$ cat src/rtl/one_to_eight_demux16bit_reg_if.sv
// Bus bundle for the 1-to-8 registered demux: producer write channel, per-slot acks, slot outputs.
// Carries wr_count only when DEMUX16_WRITE_COUNT_EN is defined.
interface one_to_eight_demux16bit_reg_if #(
  parameter int unsigned WIDTH = 16
);
  logic [2:0]       select;
  logic [WIDTH-1:0] wr_data;
  logic             wr_valid;
  logic             wr_ready;
  logic [7:0]       rd_ack;
  logic             flush;
  logic [WIDTH-1:0] q0, q1, q2, q3, q4, q5, q6, q7;
  logic [7:0]       q_full;
`ifdef DEMUX16_WRITE_COUNT_EN
  logic [15:0]      wr_count;
`endif

  modport master (
    output select, wr_data, wr_valid, rd_ack, flush,
    input  wr_ready, q0, q1, q2, q3, q4, q5, q6, q7, q_full
`ifdef DEMUX16_WRITE_COUNT_EN
    , input wr_count
`endif
  );

  modport slave (
    input  select, wr_data, wr_valid, rd_ack, flush,
    output wr_ready, q0, q1, q2, q3, q4, q5, q6, q7, q_full
`ifdef DEMUX16_WRITE_COUNT_EN
    , output wr_count
`endif
  );
endinterface

$ cat src/rtl/one_to_eight_demux16bit_reg.sv
// Routes one word per cycle into one of eight registered slots, each with a full flag cleared by ack.
// Optional accepted-write counter enabled by DEMUX16_WRITE_COUNT_EN.
module one_to_eight_demux16bit_reg #(
  parameter int unsigned WIDTH = 16,
  parameter int unsigned NSLOT = 8
) (
  input logic                          clock,
  input logic                          reset,
  one_to_eight_demux16bit_reg_if.slave bus
);

  logic [WIDTH-1:0] q_q [NSLOT];
  logic [WIDTH-1:0] q_d [NSLOT];
  logic [NSLOT-1:0] full_q, full_d;
  logic [NSLOT-1:0] wr_sel;
  logic             wr_ready;
  logic             accept;

  // Ack on the selected slot frees it in the same cycle, so writes pass through without a bubble.
  assign wr_ready = ~bus.flush & (~full_q[bus.select] | bus.rd_ack[bus.select]);
  assign accept   = bus.wr_valid & wr_ready;

  always_comb begin
    wr_sel = '0;
    for (int i = 0; i < NSLOT; i++) begin
      wr_sel[i] = accept && (bus.select == 3'(i));
    end
  end

  always_comb begin
    q_d    = q_q;
    full_d = full_q & ~bus.rd_ack;
    if (bus.flush) begin
      full_d = '0;
    end
    for (int i = 0; i < NSLOT; i++) begin
      if (wr_sel[i]) begin
        q_d[i]    = bus.wr_data;
        full_d[i] = 1'b1;
      end
    end
  end

  always_ff @(posedge clock or posedge reset) begin
    if (reset) begin
      full_q <= '0;
      for (int i = 0; i < NSLOT; i++) begin
        q_q[i] <= '0;
      end
    end else begin
      full_q <= full_d;
      for (int i = 0; i < NSLOT; i++) begin
        q_q[i] <= q_d[i];
      end
    end
  end

`ifdef DEMUX16_WRITE_COUNT_EN
  logic [15:0] cnt_q, cnt_d;

  // Wraps naturally; flush deliberately leaves it alone.
  assign cnt_d = cnt_q + 16'(accept);

  always_ff @(posedge clock or posedge reset) begin
    if (reset) begin
      cnt_q <= '0;
    end else begin
      cnt_q <= cnt_d;
    end
  end

  assign bus.wr_count = cnt_q;
`endif

  assign bus.wr_ready = wr_ready;
  assign bus.q_full   = full_q;
  assign bus.q0       = q_q[0];
  assign bus.q1       = q_q[1];
  assign bus.q2       = q_q[2];
  assign bus.q3       = q_q[3];
  assign bus.q4       = q_q[4];
  assign bus.q5       = q_q[5];
  assign bus.q6       = q_q[6];
  assign bus.q7       = q_q[7];

endmodule

$ cat src/flat_wrapper.sv
// flat-port wrapper written by rule: the top's interface ports become plain ports
module one_to_eight_demux16bit_reg_flat 
#(
  parameter int unsigned WIDTH = 16,
  parameter int unsigned NSLOT = 8
)
  (clock, reset, bus_select, bus_wr_data, bus_wr_valid, bus_rd_ack, bus_flush, bus_wr_ready, bus_q0, bus_q1, bus_q2, bus_q3, bus_q4, bus_q5, bus_q6, bus_q7, bus_q_full);
  one_to_eight_demux16bit_reg_if #(.WIDTH(WIDTH)) bus_i ();
  input logic clock;
  input logic reset;
  input wire logic [$bits(bus_i.select)-1:0] bus_select;
  input wire logic [$bits(bus_i.wr_data)-1:0] bus_wr_data;
  input wire logic [$bits(bus_i.wr_valid)-1:0] bus_wr_valid;
  input wire logic [$bits(bus_i.rd_ack)-1:0] bus_rd_ack;
  input wire logic [$bits(bus_i.flush)-1:0] bus_flush;
  output wire logic [$bits(bus_i.wr_ready)-1:0] bus_wr_ready;
  output wire logic [$bits(bus_i.q0)-1:0] bus_q0;
  output wire logic [$bits(bus_i.q1)-1:0] bus_q1;
  output wire logic [$bits(bus_i.q2)-1:0] bus_q2;
  output wire logic [$bits(bus_i.q3)-1:0] bus_q3;
  output wire logic [$bits(bus_i.q4)-1:0] bus_q4;
  output wire logic [$bits(bus_i.q5)-1:0] bus_q5;
  output wire logic [$bits(bus_i.q6)-1:0] bus_q6;
  output wire logic [$bits(bus_i.q7)-1:0] bus_q7;
  output wire logic [$bits(bus_i.q_full)-1:0] bus_q_full;
  assign bus_i.select = bus_select;
  assign bus_i.wr_data = bus_wr_data;
  assign bus_i.wr_valid = bus_wr_valid;
  assign bus_i.rd_ack = bus_rd_ack;
  assign bus_i.flush = bus_flush;
  assign bus_wr_ready = bus_i.wr_ready;
  assign bus_q0 = bus_i.q0;
  assign bus_q1 = bus_i.q1;
  assign bus_q2 = bus_i.q2;
  assign bus_q3 = bus_i.q3;
  assign bus_q4 = bus_i.q4;
  assign bus_q5 = bus_i.q5;
  assign bus_q6 = bus_i.q6;
  assign bus_q7 = bus_i.q7;
  assign bus_q_full = bus_i.q_full;
  one_to_eight_demux16bit_reg #(.WIDTH(WIDTH), .NSLOT(NSLOT)) u_core (.clock(clock), .reset(reset), .bus(bus_i));
endmodule
$ cat config.mk
export PLATFORM = sky130hd
export DESIGN_NAME = one_to_eight_demux16bit_reg_flat
export DESIGN_NICKNAME = d
export VERILOG_FILES = /design/src/rtl/one_to_eight_demux16bit_reg_if.sv /design/src/rtl/one_to_eight_demux16bit_reg.sv /design/src/flat_wrapper.sv
export SDC_FILE = /design/constraint.sdc
export NUM_CORES = 1
export LEC_CHECK = 0
export ABC_CLOCK_PERIOD_IN_PS = 5000
export BUFFER_PORTS_ARGS = -buffer_cell sky130_fd_sc_hd__buf_2
export CORE_MARGIN = 3
export CORE_UTILIZATION = 44
export CTS_CLUSTER_DIAMETER = 60
export DETAILED_ROUTE_END_ITERATION = 8
export PLACE_DENSITY = 0.7
export SLEW_MARGIN = 40
export SYNTH_ARGS = -nofsm -noshare
export SYNTH_HDL_FRONTEND = slang
export SYNTH_SLANG_ARGS = --single-unit
$ cat constraint.sdc
create_clock -name clock -period 5 [get_ports clock]
set_clock_uncertainty 0.1 [all_clocks]
set_input_delay 0.25 -clock clock [delete_from_list [all_inputs] [get_ports clock]]
set_output_delay 0.25 -clock clock [all_outputs]
set_load 0.01 [all_outputs]
# == Yosys cells after proc, flatten, opt, wreduce, memory -nomap -nowiden ==
# Cells that the tools add are included.
# op_classes
n_mux,13
n_lt_le_gt_ge,1
n_bitwise,7
reduce_logical,9
eq_ne,7
# op_table
op,n
"== test 3 bit, second input constant",4
2-to-1 mux 1 bit,10
bitwise AND 8 bit,1
logical AND 1 bit,8
2-to-1 mux 8 bit,1
inverter 8 bit,1
binary-select mux 1 bit (select 3 bit),2
"== test 3 x 2 -> 1 bit, second input constant",2
"less-than comparator 3 x 4 -> 1 bit, second input constant",1
"== test 3 x 1 -> 1 bit, second input constant",1
zero test 3 bit,1
bitwise AND 1 bit,2
inverter 1 bit,2
OR 1 bit,1
# totals
out_inout_bits,137
regBits,136
in_bits,31

# == Depth between registers and ports, before layout ==
# logic_depth
ltp_word,8
depth_mapped,5

# == Worst setup path before layout ==
# Ideal clock, no wire load.
# synth_path
path_kind,in2reg
startpoint,in bus_select[2]
endpoint,"reg u_core.q_q, in the netlist u_core.bus.q3[1]"
t_required_ns,4.775
setup_ns,0.125
arrival_time_ns,1.317
path_slack_ns,3.459
stages,5
path_cell_list,nor3b_4 -> and4_1 -> buf_4 -> buf_6 -> mux2_2
# synth_between
elab_chain_cells,7
word_cells_on_any_way,10
classes_between,eq/ne (1); mux (4); bitwise (4); reduce/logical (1)
# synth_rtl
item,line_no,rtl
start: declaration,flat_wrapper.sv:11,input wire logic [$bits(bus_i.select)-1:0] bus_select;
binary-select mux 1 bit (select 3 bit),one_to_eight_demux16bit_reg.sv:20,assign wr_ready = ~bus.flush & (~full_q[bus.select] | bus.rd_ack[bus.select]);
2-to-1 mux 1 bit (implied by the code),one_to_eight_demux16bit_reg.sv:20,
inverter 1 bit,one_to_eight_demux16bit_reg.sv:20,
OR 1 bit,one_to_eight_demux16bit_reg.sv:20,
bitwise AND 1 bit,one_to_eight_demux16bit_reg.sv:20,
bitwise AND 1 bit,one_to_eight_demux16bit_reg.sv:21,assign accept = bus.wr_valid & wr_ready;
logical AND 1 bit *,one_to_eight_demux16bit_reg.sv:26,wr_sel[i] = accept && (bus.select == 3'(i));
end signal: indexed assignment,one_to_eight_demux16bit_reg.sv:53,q_q[i] <= q_d[i];
end: declaration,one_to_eight_demux16bit_reg.sv:12,logic [WIDTH-1:0] q_q [NSLOT];
# Every way passes the cells marked *; elsewhere a longest branch is shown, timed or not. The select of a mux whose other input is x is not followed.
# A chain may end at the register's enable or synchronous reset.

# == Final worst setup path ==
# layout_path
startpoint,"reg u_core.full_q[0], in the netlist u_core.bus.q_full[0]"
endpoint,out bus_wr_ready
# layout_between
elab_chain_cells,5
# layout_rtl
item,line_no,rtl
start: declaration,one_to_eight_demux16bit_reg.sv:14,"logic [NSLOT-1:0] full_q, full_d;"
start signal: assignment,one_to_eight_demux16bit_reg.sv:51,full_q <= full_d;
binary-select mux 1 bit (select 3 bit),one_to_eight_demux16bit_reg.sv:20,
2-to-1 mux 1 bit (implied by the code),one_to_eight_demux16bit_reg.sv:20,
inverter 1 bit,one_to_eight_demux16bit_reg.sv:20,
OR 1 bit,one_to_eight_demux16bit_reg.sv:20,
bitwise AND 1 bit,one_to_eight_demux16bit_reg.sv:20,
end: declaration,flat_wrapper.sv:16,output wire logic [$bits(bus_i.wr_ready)-1:0] bus_wr_ready;
# Every way passes these cells. The select of a mux whose other input is x is not followed.

==> impl_summary.md <==
Status
The run finished with clean final reports.

Logic synthesis
The number of nets in the synthesized netlist is about 350. The number of instances in the synthesized netlist is between 300 and 400. The average footprint of a synthesized cell is ~17 sq um. Synthesis inferred 136 register bits. The synthesized netlist contains 27 unique library cells. The number of warning messages in the yosys log is 0. Of the synthesized area, sequential elements account for 0.629. Summing every instance area after synthesis gives roughly 5400 sq um.

Worst setup path
The reg2reg setup slack is approximately 3300 ps. The launching element type of the critical path is a flop. The delay of the slowest critical-path stage is approximately 500 ps.

The worst setup path is of the reg -> out kind. The critical path goes through nor4b_1 -> a2111oi_0 -> a32o_1 -> buf_2. The critical path data required time is approximately 4700 ps. The data arrival time of the critical path is about 1900 ps. Of all nets on the critical path, the largest fanout is 3.

The worst register-to-register path has a depth of 3. The endpoint of the worst register-to-register path is u_core.bus.q4[14]. Tracing the worst setup path back leads to its startpoint at u_core.bus.q_full[0]. On the critical path, the stage with the largest delay is an instance of sky130_fd_sc_hd__a2111oi_0. The startpoint of the lowest-slack register-to-register path is u_core.bus.q_full[4]. The critical path ends at bus_wr_ready. The kind of end point of the critical path is an output pin.

Timing
The maximum clock frequency is approximately 450 MHz. The count of pins over their slew limit is 0. After routing, the total negative slack on setup checks comes to 0 ps.

The final period utilization is 0.441. At the pin with the least slew margin, the transition time is ~730 ps. Setup repair after global routing left no endpoint under its margin.

The final count of negative-setup-slack endpoints is 0. The count of endpoints failing hold in the final timing report is 0. The time the worst path needs with I/O delays and setup is between 2000 and 2500 ps.

Headroom to the max-slew limit came out at 0.514.

Placed design
Detailed placement ended at an HPWL of 9080 um. Port buffering added 167 buffers. The global placement routability congestion is about 0.75.

Detailed routing
The final routed DRC violation total is 0. The via density per instance is approximately 5.2. The first routing iteration left roughly 180 violations. The per-cell routed wire length is between 20 and 25 um. The number of nets still failing antenna checks after routing is 0. For this block, the routed nets add up to about 13,000 um of wire. For this block, the via count after detailed routing is about 3,400.

The first-pass detailed-route iteration total is 4.

Clock tree
Clock-pin slew was measured on the worst setup and hold paths at approximately 60 ps. The clock tree synthesis step divided the H-tree into 4 levels. TritonCTS built the clock tree. Clock latency on the worst-skew pair, taken at its later pin, is about 420 ps. The TritonCTS sink count is between 100 and 150. The clock root buffer is sky130_fd_sc_hd__clkbuf_16.

The CTS buffer count is 17. Counting along the longest clock path gives a buffer depth of 2.

Cells and area
In the final layout, the multi-input gates occupy around 1900 sq um. The library cell used most frequently in the layout, excluding fill and tap cells, is sky130_fd_sc_hd__buf_2. The final net count is 527.

The sequential cell area in the final layout is 3400 sq um. The number of antenna diodes in the final layout is 0. After filler insertion, the fill cell instance count of the layout stands at roughly 940. Of the cells placed in the final design, the portion with a size suffix greater than 1 is 0.660. The signed area change from the synthesized netlist to the final layout is 28.6%. The top cell types in the final layout, fill and taps aside, are 167 x sky130_fd_sc_hd__buf_2, 136 x sky130_fd_sc_hd__dfrtp_1, 100 x sky130_fd_sc_hd__mux2_2, 27 x sky130_fd_sc_hd__mux2_4, 17 x sky130_fd_sc_hd__clkbuf_16.

Global route
For this run, the total global-route usage over all layers was measured as 0.201. The number of global-route vias before repair is ~3,500. The number of antenna violations at the first check in global routing is 1. The pin count of the biggest net entering global routing is 83.

The wire length of the first global-routing pass is 20,200 um. The total overflow left after global routing is 0.

Min path
The min-delay analysis places its worst path in the category in -> reg.

Floorplan
The floorplan step defined a die boundary enclosing 13,700 sq um. The effective utilization at floorplan is 0.462. The chip height is approximately 120 um. The number of placed I/O pins is approximately 170. The core region area is around 12,000 sq um.

The width of the chip is 117 um. The cell row count is 39.

Pwr
IR analysis of the VDD net gives a maximum drop of roughly 290 uV. For this design the static power due to leakage is approximately 3.5 nW. The post-layout total power is 0.00357 W. Power spread over the standard cell area amounts to ~510 nW/um^2.

Flow run
The tool flagged a number of max-cap violations equal to 0.
[cell usage after synthesis]
cell type | n | area [sq um]
sky130_fd_sc_hd__a2111oi_0 | 1 | 8.76
sky130_fd_sc_hd__a311oi_1 | 1 | 8.76
sky130_fd_sc_hd__a32o_1 | 1 | 10.0
sky130_fd_sc_hd__and2b_1 | 2 | 15.0
sky130_fd_sc_hd__and3_1 | 2 | 12.5
sky130_fd_sc_hd__and3b_1 | 3 | 26.3
sky130_fd_sc_hd__and4_1 | 1 | 8.76
sky130_fd_sc_hd__and4_4 | 1 | 11.3
sky130_fd_sc_hd__buf_12 | 2 | 40.0
sky130_fd_sc_hd__buf_2 | 1 | 5.00
sky130_fd_sc_hd__buf_4 | 1 | 7.51
sky130_fd_sc_hd__buf_6 | 8 | 90.1
sky130_fd_sc_hd__clkbuf_1 | 1 | 3.75
sky130_fd_sc_hd__dfrtp_1 | 136 | 3400
sky130_fd_sc_hd__inv_1 | 3 | 11.3
sky130_fd_sc_hd__mux2_1 | 1 | 11.3
sky130_fd_sc_hd__mux2_2 | 100 | 1130
sky130_fd_sc_hd__mux2_4 | 27 | 405
sky130_fd_sc_hd__nand2b_1 | 9 | 56.3
sky130_fd_sc_hd__nand3_2 | 4 | 40.0
sky130_fd_sc_hd__nor2_1 | 1 | 3.75
sky130_fd_sc_hd__nor2b_1 | 1 | 6.26
sky130_fd_sc_hd__nor3b_1 | 2 | 15.0
sky130_fd_sc_hd__nor3b_4 | 1 | 18.8
sky130_fd_sc_hd__nor4b_1 | 1 | 8.76
sky130_fd_sc_hd__o21ai_0 | 6 | 30.0
sky130_fd_sc_hd__o21bai_1 | 4 | 30.0
[how the worst min path moves through the flow]
stage,from,end,slack [ps],depth (start not counted)
after floorplan,bus_wr_data[0],u_core.bus.q3[0],280,1
after global placement,reset,u_core.bus.q4[4],330,2
after detailed placement,reset,u_core.bus.q2[2],340,2
after CTS,bus_rd_ack[6],u_core.bus.q_full[6],30,3
after global routing,bus_rd_ack[6],u_core.bus.q_full[6],50,3
final,bus_rd_ack[6],u_core.bus.q_full[6],50,3
[state kept, by name (all words and copies together), names as in the netlist]
| name | cells |
|---|---|
| u_core.bus.q0 | 16 |
| u_core.bus.q1 | 16 |
| u_core.bus.q2 | 16 |
| u_core.bus.q3 | 16 |
| u_core.bus.q4 | 16 |
| u_core.bus.q5 | 16 |
| u_core.bus.q6 | 16 |
| u_core.bus.q7 | 16 |
| u_core.bus.q_full | 8 |
[power by group]
group | switching (W) | leakage [nW] | internal (W)
clock network | 0.000458 | 0.316 | 0.000909
logic | 0.000340 | 1.47 | 0.000381
registers | 0.000132 | 1.68 | 0.00135
total | 0.000930 | 3.47 | 0.00264
[routing by layer]
metal / part of all wire / up-vias / global-route usage
li1: - / 1501 / -
met1: 0.42 / 1713 / 0.258
met2: 0.46 / 150 / 0.308
met3: 0.095 / 28 / 0.0838
met4: 0.020 / 2 / 0.0757
met5: 0.00098 / - / 0
[worst max-delay path, delay by kind of cell (launching register included)]
| kind | cells | cell delay [ps] |
|---|---|---|
| AOI/OAI and AO/OA | 2 | 750 |
| DFF | 1 | 380 |
| and+or+nand+nor | 1 | 150 |
| buffers and inverters | 1 | 150 |
[layout make-up]
| cell class | count | share of cell area |
|---|---|---|
| multi-input cells | 169 | 0.267 |
| repair buffers | 169 | 0.123 |
| flip-flops and latches | 136 | 0.489 |
| clock buffers | 20 | 0.0656 |
| clock inverters | 12 | 0.0284 |
| inverters | 3 | 0.00234 |
| well taps | 143 | 0.0257 |
[metrics by stage]
stage	utilization	hold slack [ps]	std cells	area, sq um	setup slack (ps)
floorplan	-	285	321	5410	1010
global placement	0.538	330	619	6290	2760
detailed placement	0.538	343	619	6300	2980
CTS	0.595	31.5	652	6960	2830
global route	0.595	50.9	652	6960	2770
finish	0.595	49.5	652	6960	2800
[logic make-up (layout without fill, tap and decap cells)]
kind of cell | after synthesis | after routing | share of synthesized area
AO/OA/AOI/OAI | 13 | 13 | 0.0162
buffers and inverters | 16 | 204 | 0.0291
flip-flops | 136 | 136 | 0.629
multiplexers | 128 | 128 | 0.285
AND/OR/NAND/NOR | 28 | 28 | 0.0411
[what timing repair did]
| action | in CTS | in global routing |
|---|---|---|
| setup buffers | 0 | 0 |
| hold endpoints to repair | 81 | 0 |
| resized for setup | 0 | 0 |
| hold buffers | 1 | 0 |
Note: power is estimated with default switching activity, not from simulation.
